--- config.mk ---
export PLATFORM = sky130hd
export DESIGN_NAME = pic_loader
export DESIGN_NICKNAME = d
export VERILOG_FILES = /design/src/rtl/pic_loader.sv
export SDC_FILE = /design/constraint.sdc
export NUM_CORES = 1
export LEC_CHECK = 0
export ABC_AREA = 1
export CAP_MARGIN = 20
export CORE_MARGIN = 3
export CORE_UTILIZATION = 60
export DETAILED_ROUTE_END_ITERATION = 16
export DONT_BUFFER_PORTS = 1
export PLACE_DENSITY = 0.87
export SYNTH_ARGS = -nofsm -noshare
export SYNTH_HDL_FRONTEND = slang
export SYNTH_SLANG_ARGS = --single-unit
--- constraint.sdc ---
create_clock -name clk -period 5.8 [get_ports clk]
set_clock_uncertainty 0.15 [all_clocks]
set_input_delay 1.16 -clock clk [delete_from_list [all_inputs] [get_ports clk]]
set_output_delay 1.16 -clock clk [all_outputs]
set_load 0.05 [all_outputs]
--- src/rtl/pic_loader.sv ---
// pic_loader: write side of the picture window.
// Fills a single-port picture RAM, row-major, with a pichsize x picvsize image
// taken from a valid/ready pixel stream. The stream is stalled whenever the
// display holds the RAM port (rd_en).
//
// Ports:
//   clk, rst_n        clock, asynchronous active-low reset
//   start             pulse: begin / restart a picture load
//   rd_en             display owns the RAM port this cycle
//   s_valid/s_ready   pixel stream handshake
//   s_data, s_eol     pixel value, last-pixel-of-row marker
//   wr_en/addr/data   registered RAM write port (1-cycle latency)
//   busy              high while loading
//   done              one-cycle completion pulse, with the final write
//   line_err          sticky row-alignment error (early or missing eol)
module pic_loader #(
  parameter int unsigned pichsize = 100,
  parameter int unsigned picvsize = 100,
  parameter int unsigned DATA_W   = 12,
  parameter int unsigned ADDR_W   = $clog2(pichsize * picvsize)
) (
  input  logic              clk,
  input  logic              rst_n,
  input  logic              start,
  input  logic              rd_en,
  input  logic              s_valid,
  output logic              s_ready,
  input  logic [DATA_W-1:0] s_data,
  input  logic              s_eol,
  output logic              wr_en,
  output logic [ADDR_W-1:0] wr_addr,
  output logic [DATA_W-1:0] wr_data,
  output logic              busy,
  output logic              done,
  output logic              line_err
);

  localparam int unsigned X_W = (pichsize > 1) ? $clog2(pichsize) : 1;
  localparam int unsigned Y_W = (picvsize > 1) ? $clog2(picvsize) : 1;
  localparam logic [X_W-1:0] X_LAST = X_W'(pichsize - 1);
  localparam logic [Y_W-1:0] Y_LAST = Y_W'(picvsize - 1);

  typedef enum logic [1:0] {IDLE, LOAD, DONE} state_t;

  state_t state, state_nxt;

  logic [X_W-1:0]    x, x_nxt;
  logic [Y_W-1:0]    y, y_nxt;
  logic [ADDR_W-1:0] addr, addr_nxt;

  logic accept;
  logic row_end;
  logic last_px;
  logic align_err;

  // A handshake coinciding with start is dropped: restart wins.
  assign accept    = (state == LOAD) && s_valid && !rd_en && !start;
  assign row_end   = (x == X_LAST) || s_eol;
  assign last_px   = accept && (y == Y_LAST) && row_end;
  // Missing eol at the row end, or eol before the row end.
  assign align_err = (x == X_LAST) ? !s_eol : s_eol;

  // State register
  always_ff @(posedge clk or negedge rst_n) begin
    if (!rst_n) state <= IDLE;
    else        state <= state_nxt;
  end

  // Next-state logic
  always_comb begin
    state_nxt = state;
    unique case (state)
      IDLE: if (start) state_nxt = LOAD;
      LOAD: begin
        if (start)        state_nxt = LOAD;
        else if (last_px) state_nxt = DONE;
      end
      DONE: state_nxt = start ? LOAD : IDLE;
      default: state_nxt = IDLE;
    endcase
  end

  // Output logic (stream side follows the state directly)
  always_comb begin
    s_ready = 1'b0;
    busy    = 1'b0;
    if (state == LOAD) begin
      s_ready = !rd_en;
      busy    = 1'b1;
    end
  end

  // Address advance; early eol jumps to the next row start without a multiply.
  always_comb begin
    x_nxt    = x + X_W'(1);
    y_nxt    = y;
    addr_nxt = addr + ADDR_W'(1);
    if (x == X_LAST) begin
      x_nxt = '0;
      y_nxt = y + Y_W'(1);
    end else if (s_eol) begin
      x_nxt    = '0;
      y_nxt    = y + Y_W'(1);
      addr_nxt = addr + (ADDR_W'(pichsize) - ADDR_W'(x));
    end
  end

  // Counters, error flag and registered write port
  always_ff @(posedge clk or negedge rst_n) begin
    if (!rst_n) begin
      x        <= '0;
      y        <= '0;
      addr     <= '0;
      wr_en    <= 1'b0;
      wr_addr  <= '0;
      wr_data  <= '0;
      done     <= 1'b0;
      line_err <= 1'b0;
    end else begin
      wr_en <= accept;
      done  <= last_px;
      if (accept) begin
        wr_addr <= addr;
        wr_data <= s_data;
      end
      if (start) begin
        x        <= '0;
        y        <= '0;
        addr     <= '0;
        line_err <= 1'b0;
      end else begin
        // Final pixel leaves counters at their last position.
        if (accept && !last_px) begin
          x    <= x_nxt;
          y    <= y_nxt;
          addr <= addr_nxt;
        end
        if (accept && align_err) line_err <= 1'b1;
      end
    end
  end

endmodule

==> results <==
- The number of inserted filler cells in the final layout is ~490.
- From left edge to right edge, the die measures roughly 85 um.
- The post-route met1 wirelength is just under 4000 um.
- 0 antenna diodes ended up in the layout.
- The reported max-cap violation count is 0.
- The number of pins with negative max-slew slack in the final report is 0.
- The worst path uses around half of the clock period.
- Setup repair after global routing left no endpoint under its margin.
- The share of synthesized area occupied by flip-flops and latches is between 30% and 40%.
- In the synthesized netlist the dominant register cell turns out to be dfrtp_1.
- The last weighted congestion value of the routability-driven placer is around 0.97.
- In the synthesized netlist, the number of instances is 517.
- For the worst setup path, the data arrival time is 3.02 ns.
- Clock-pin slew was measured on the worst setup and hold paths at 0.06 ns.
- Setup violations remaining at the end of the flow were counted as 0.
- The largest voltage drop on the vdd net is 0.265 mV.
- The ratio of total power to cell area is 255 mW/mm^2.
- The final layout contains roughly 560 nets.
- The area inside the core boundary is between 0.006 and 0.007 mm^2.
- The distinct cell type count after synthesis is 36.
- The floorplan has 28 rows.
- The startpoint identified for the worst register-to-register timing path is x[0]$_DFFE_PN0P_.
- The worst setup path is captured at a register.
- In the routed design, unresolved DRC markers number 0.
- The remaining number of nets flagged by the antenna check after routing is 0.
- The mean instance size in the synthesized netlist is approximately 7.3 um^2.
- The routed design uses ~3900 um of met2 wire.
- The total global routing track utilization is 26.3%.
- In this run the tool buffered the top-level ports with 0 buffer cells.
- The average wire length per cell after detail routing is ~15 um.
- The clock net sink count is 59.
- Yosys mapped a number of flops with a built-in enable equal to 0.
- The cell taking the most area after synthesis is dfrtp_1.
- For the pin with the worst max-slew slack, the measured transition is just over 0.5 ns.
- The synthesized design devotes to its leading area cell type 39.0% of total area.
- The share of synthesized registers carrying an async set or reset is 100%.
- The die footprint is ~0.0073 mm^2.
- The initial cell density of the core is between 60 and 70%.
- The static power due to leakage is roughly 2.0 nW.
- The maximum fanout encountered on the critical timing path is 5.
- The setup TNS is 0 ns.
- The clock tree root buffer cell is clkbuf_8.
- Routed signal wires occupy layers up through met4.
- The reg-to-reg setup timing slack is about 2.9 ns.
- For this design, the CTS-stage hold fixing added 0 buffers.
- The via count of the first global-routing pass came to ~3300.
- The worst min-delay path startpoint is state[1]$_DFFE_PN0P_.
- The CTS tree is built.
- In the final layout, the share of cells above drive strength 1 is 5.94%.
- The run finished with clean final reports.
- Cells fill roughly two thirds of the core in the end.
- For hold timing, the worst endpoint is state[0]$_DFFE_PN0P_.
- The maximum number of pins on one net before global-route repair is 60.
- The mapped netlist covers roughly 0.0038 mm^2.
- CTS built an H-tree with a depth of 3.
- No sink is reached through more buffers than the 2 on the longest clock path.
- The worst path in the final design needs a cycle of about 2.9 ns, including I/O delays and setup.
- The clock latency of the later-clocked register in the worst-skew pair is roughly 0.33 ns.
- The min-delay analysis places its worst path in the category reg2reg.
- The post-CTS repair timing setup buffer count is 0.
- Data on the critical path is required at its endpoint by approximately 5.9 ns.
- In the final layout, the multi-input gates occupy ~0.002 mm^2.
- The total of flip-flops plus latches after synthesis is between 50 and 60.
- The number of antenna violations at the first check in global routing is 0.
- The first global-routing pass estimated 15400 um of wire.
- Derived from the worst setup path, the maximum achievable clock frequency is ~340 MHz.
- In this run the count of I/O pins placed on the die edge is just under 50.
- The logic depth of the worst register-to-register path is 16.
- The endpoint identified for the worst register-to-register timing path is addr[7]$_DFFE_PN0P_.
- When the netlist entered floorplanning its net count stood at approximately 550.
- The routed design has roughly 8900 um of wire.
- Before antenna repair, the detailed router went through 5 iterations.
- The violation count after the first detailed-route iteration is 292.
- Detailed routing placed a total of just over 800 um of wire on met3.
- Compared with the post-synthesis result, the final layout area differs by 5.86%.
- The die extent in y is 85.4 um.
- Along the worst hold path, the cell count comes to 1.
- Sorting the synthesized cells by area gives the leading types as dfrtp_1 (39%), nand2_1 (16%), inv_1 (6.7%).
- The post-cts repair resize count is 0.
- The worst pin sits at a relative slew slack of between 60 and 70%.
- The critical path is of the reg2reg type.
- The critical path startpoint category is a register.
- For this run the aggregate overflow at the end of global routing stands at 0.
- Using the TritonRoute via totals, the vias-per-cell ratio works out to approximately 5.7.
- The final count of hold timing violations came to 0.
- For this run, the number of Yosys warnings is 0.
- The final route contains 3403 vias.
- The area taken by flip-flops and latches is between 0.001 and 0.0015 mm^2.
- The detailed placement HPWL is ~6600 um.
- In this run, CTS created clock tree buffers numbering 9.
report_power, final:
part / leakage, nW / switching (mW) / total [mW] / internal [mW]
clock network: 0.0950 / 0.151 / 0.355 / 0.204
registers: 0.790 / 0.114 / 0.557 / 0.443
logic: 1.17 / 0.0698 / 0.109 / 0.0387
total: 2.05 / 0.336 / 1.02 / 0.686
final cells by class:
type                    instances  area share [%]
clock buffers                  11            3.53
clock inverters                 3            1.00
inverters                      73            6.91
multi-input cells             376            49.3
flip-flops and latches         59            36.9
well taps                      75            2.34
how the worst max path moves through the flow:
stage / from / to / slack (ns) / depth (start not counted)
after CTS: x[0]$_DFFE_PN0P_ / addr[7]$_DFFE_PN0P_ / 2.87 / 16
after floorplan: rd_en / s_ready / 3.03 / 1
after global routing: x[0]$_DFFE_PN0P_ / addr[9]$_DFFE_PN0P_ / 2.65 / 17
final: x[0]$_DFFE_PN0P_ / addr[7]$_DFFE_PN0P_ / 2.87 / 16
after global placement: rd_en / y[3]$_DFFE_PN0P_ / 2.69 / 7
after detailed placement: rd_en / y[2]$_DFFE_PN0P_ / 2.52 / 7
sequential cells by signal (all words and copies together), names as in the netlist:
register and flops:
addr 14, line_err 1, state 2, x 7, wr_addr 14, done 1, wr_en 1, y 7
wr_data 12
kinds of logic (layout without fill, tap and decap cells):
group           after synthesis  in the layout  synth area share [%]
compound gates               78             78                  11.2
xor+xnor                     18             18                  4.17
fa+ha+maj                    19             19                  6.49
buf+inv                      82             87                  8.74
flops                        59             59                  39.0
simple gates                261            261                  30.3
cells in the mapped netlist, types with 2 or more instances:
master and number:
nand2_1 160, nor2_4 2, nor2_1 29, xnor2_1 3, nand3_1 40, clkbuf_1 5, buf_6 2, xor2_1 15
a21oi_1 25, ha_1 18, nor3_1 7, o22ai_1 3, o21bai_1 2, nand2_2 2, inv_1 67, or2_2 2
nand4_1 11, nand2_4 3, o31ai_1 5, o21ai_0 39, dfrtp_1 59, inv_2 4
per-stage QoR:
| stage | setup WS [ns] | cells | cell area, um^2 | power (mW) | hold WS [ns] |
|---|---|---|---|---|---|
| final | 2.87 | 597 | 4000 | 1.02 | 0.330 |
| after global routing | 2.65 | 597 | 4000 | 1.07 | 0.343 |
| after CTS | 2.87 | 597 | 4000 | 1.02 | 0.333 |
| after detailed placement | 2.52 | 583 | 3820 | 0.670 | 0.325 |
| after global placement | 2.69 | 583 | 3820 | 0.663 | 0.301 |
| after floorplan | 3.03 | 517 | 3780 | 0.641 | 0.296 |
worst max-delay path, stage by stage, from the launching register on:
cell     delay (ns)
dfrtp_1        0.42
inv_1          0.11
ha_1           0.22
or2_2          0.30
nand2_1        0.09
o21ai_0        0.10
xor2_1         0.18
ha_1           0.37
nand2_1        0.09
inv_1          0.08
nand2_1        0.05
nand2_1        0.08
a21oi_1        0.05
or2_2          0.28
nand3_1        0.10
nand3_1        0.07
o21ai_0        0.09
placed cells by master, fill, tap and decap left out, drive strengths merged, types with 2 or more instances in the layout:
| cell | synthesis | routed |
|---|---|---|
| nand4 | 11 | 11 |
| o21bai | 2 | 2 |
| clkbuf | 5 | 11 |
| o31ai | 5 | 5 |
| clkinv | 1 | 3 |
| or2 | 2 | 2 |
| nand2 | 165 | 165 |
| a21oi | 25 | 25 |
| xnor2 | 3 | 3 |
| xor2 | 15 | 15 |
| inv | 72 | 72 |
| nor2 | 32 | 32 |
| dfrtp | 59 | 59 |
| nand3 | 42 | 42 |
| o21ai | 39 | 39 |
| o22ai | 3 | 3 |
| nor3 | 7 | 7 |
| ha | 18 | 18 |
per-layer routing:
metal	track usage, %	vias to the layer above
li1	-	1681
met1	35.9	1538
met2	39.8	162
met3	9.03	22
met4	8.06	0
met5	0	-
No activity file was read; power rests on OpenSTA's default activity.
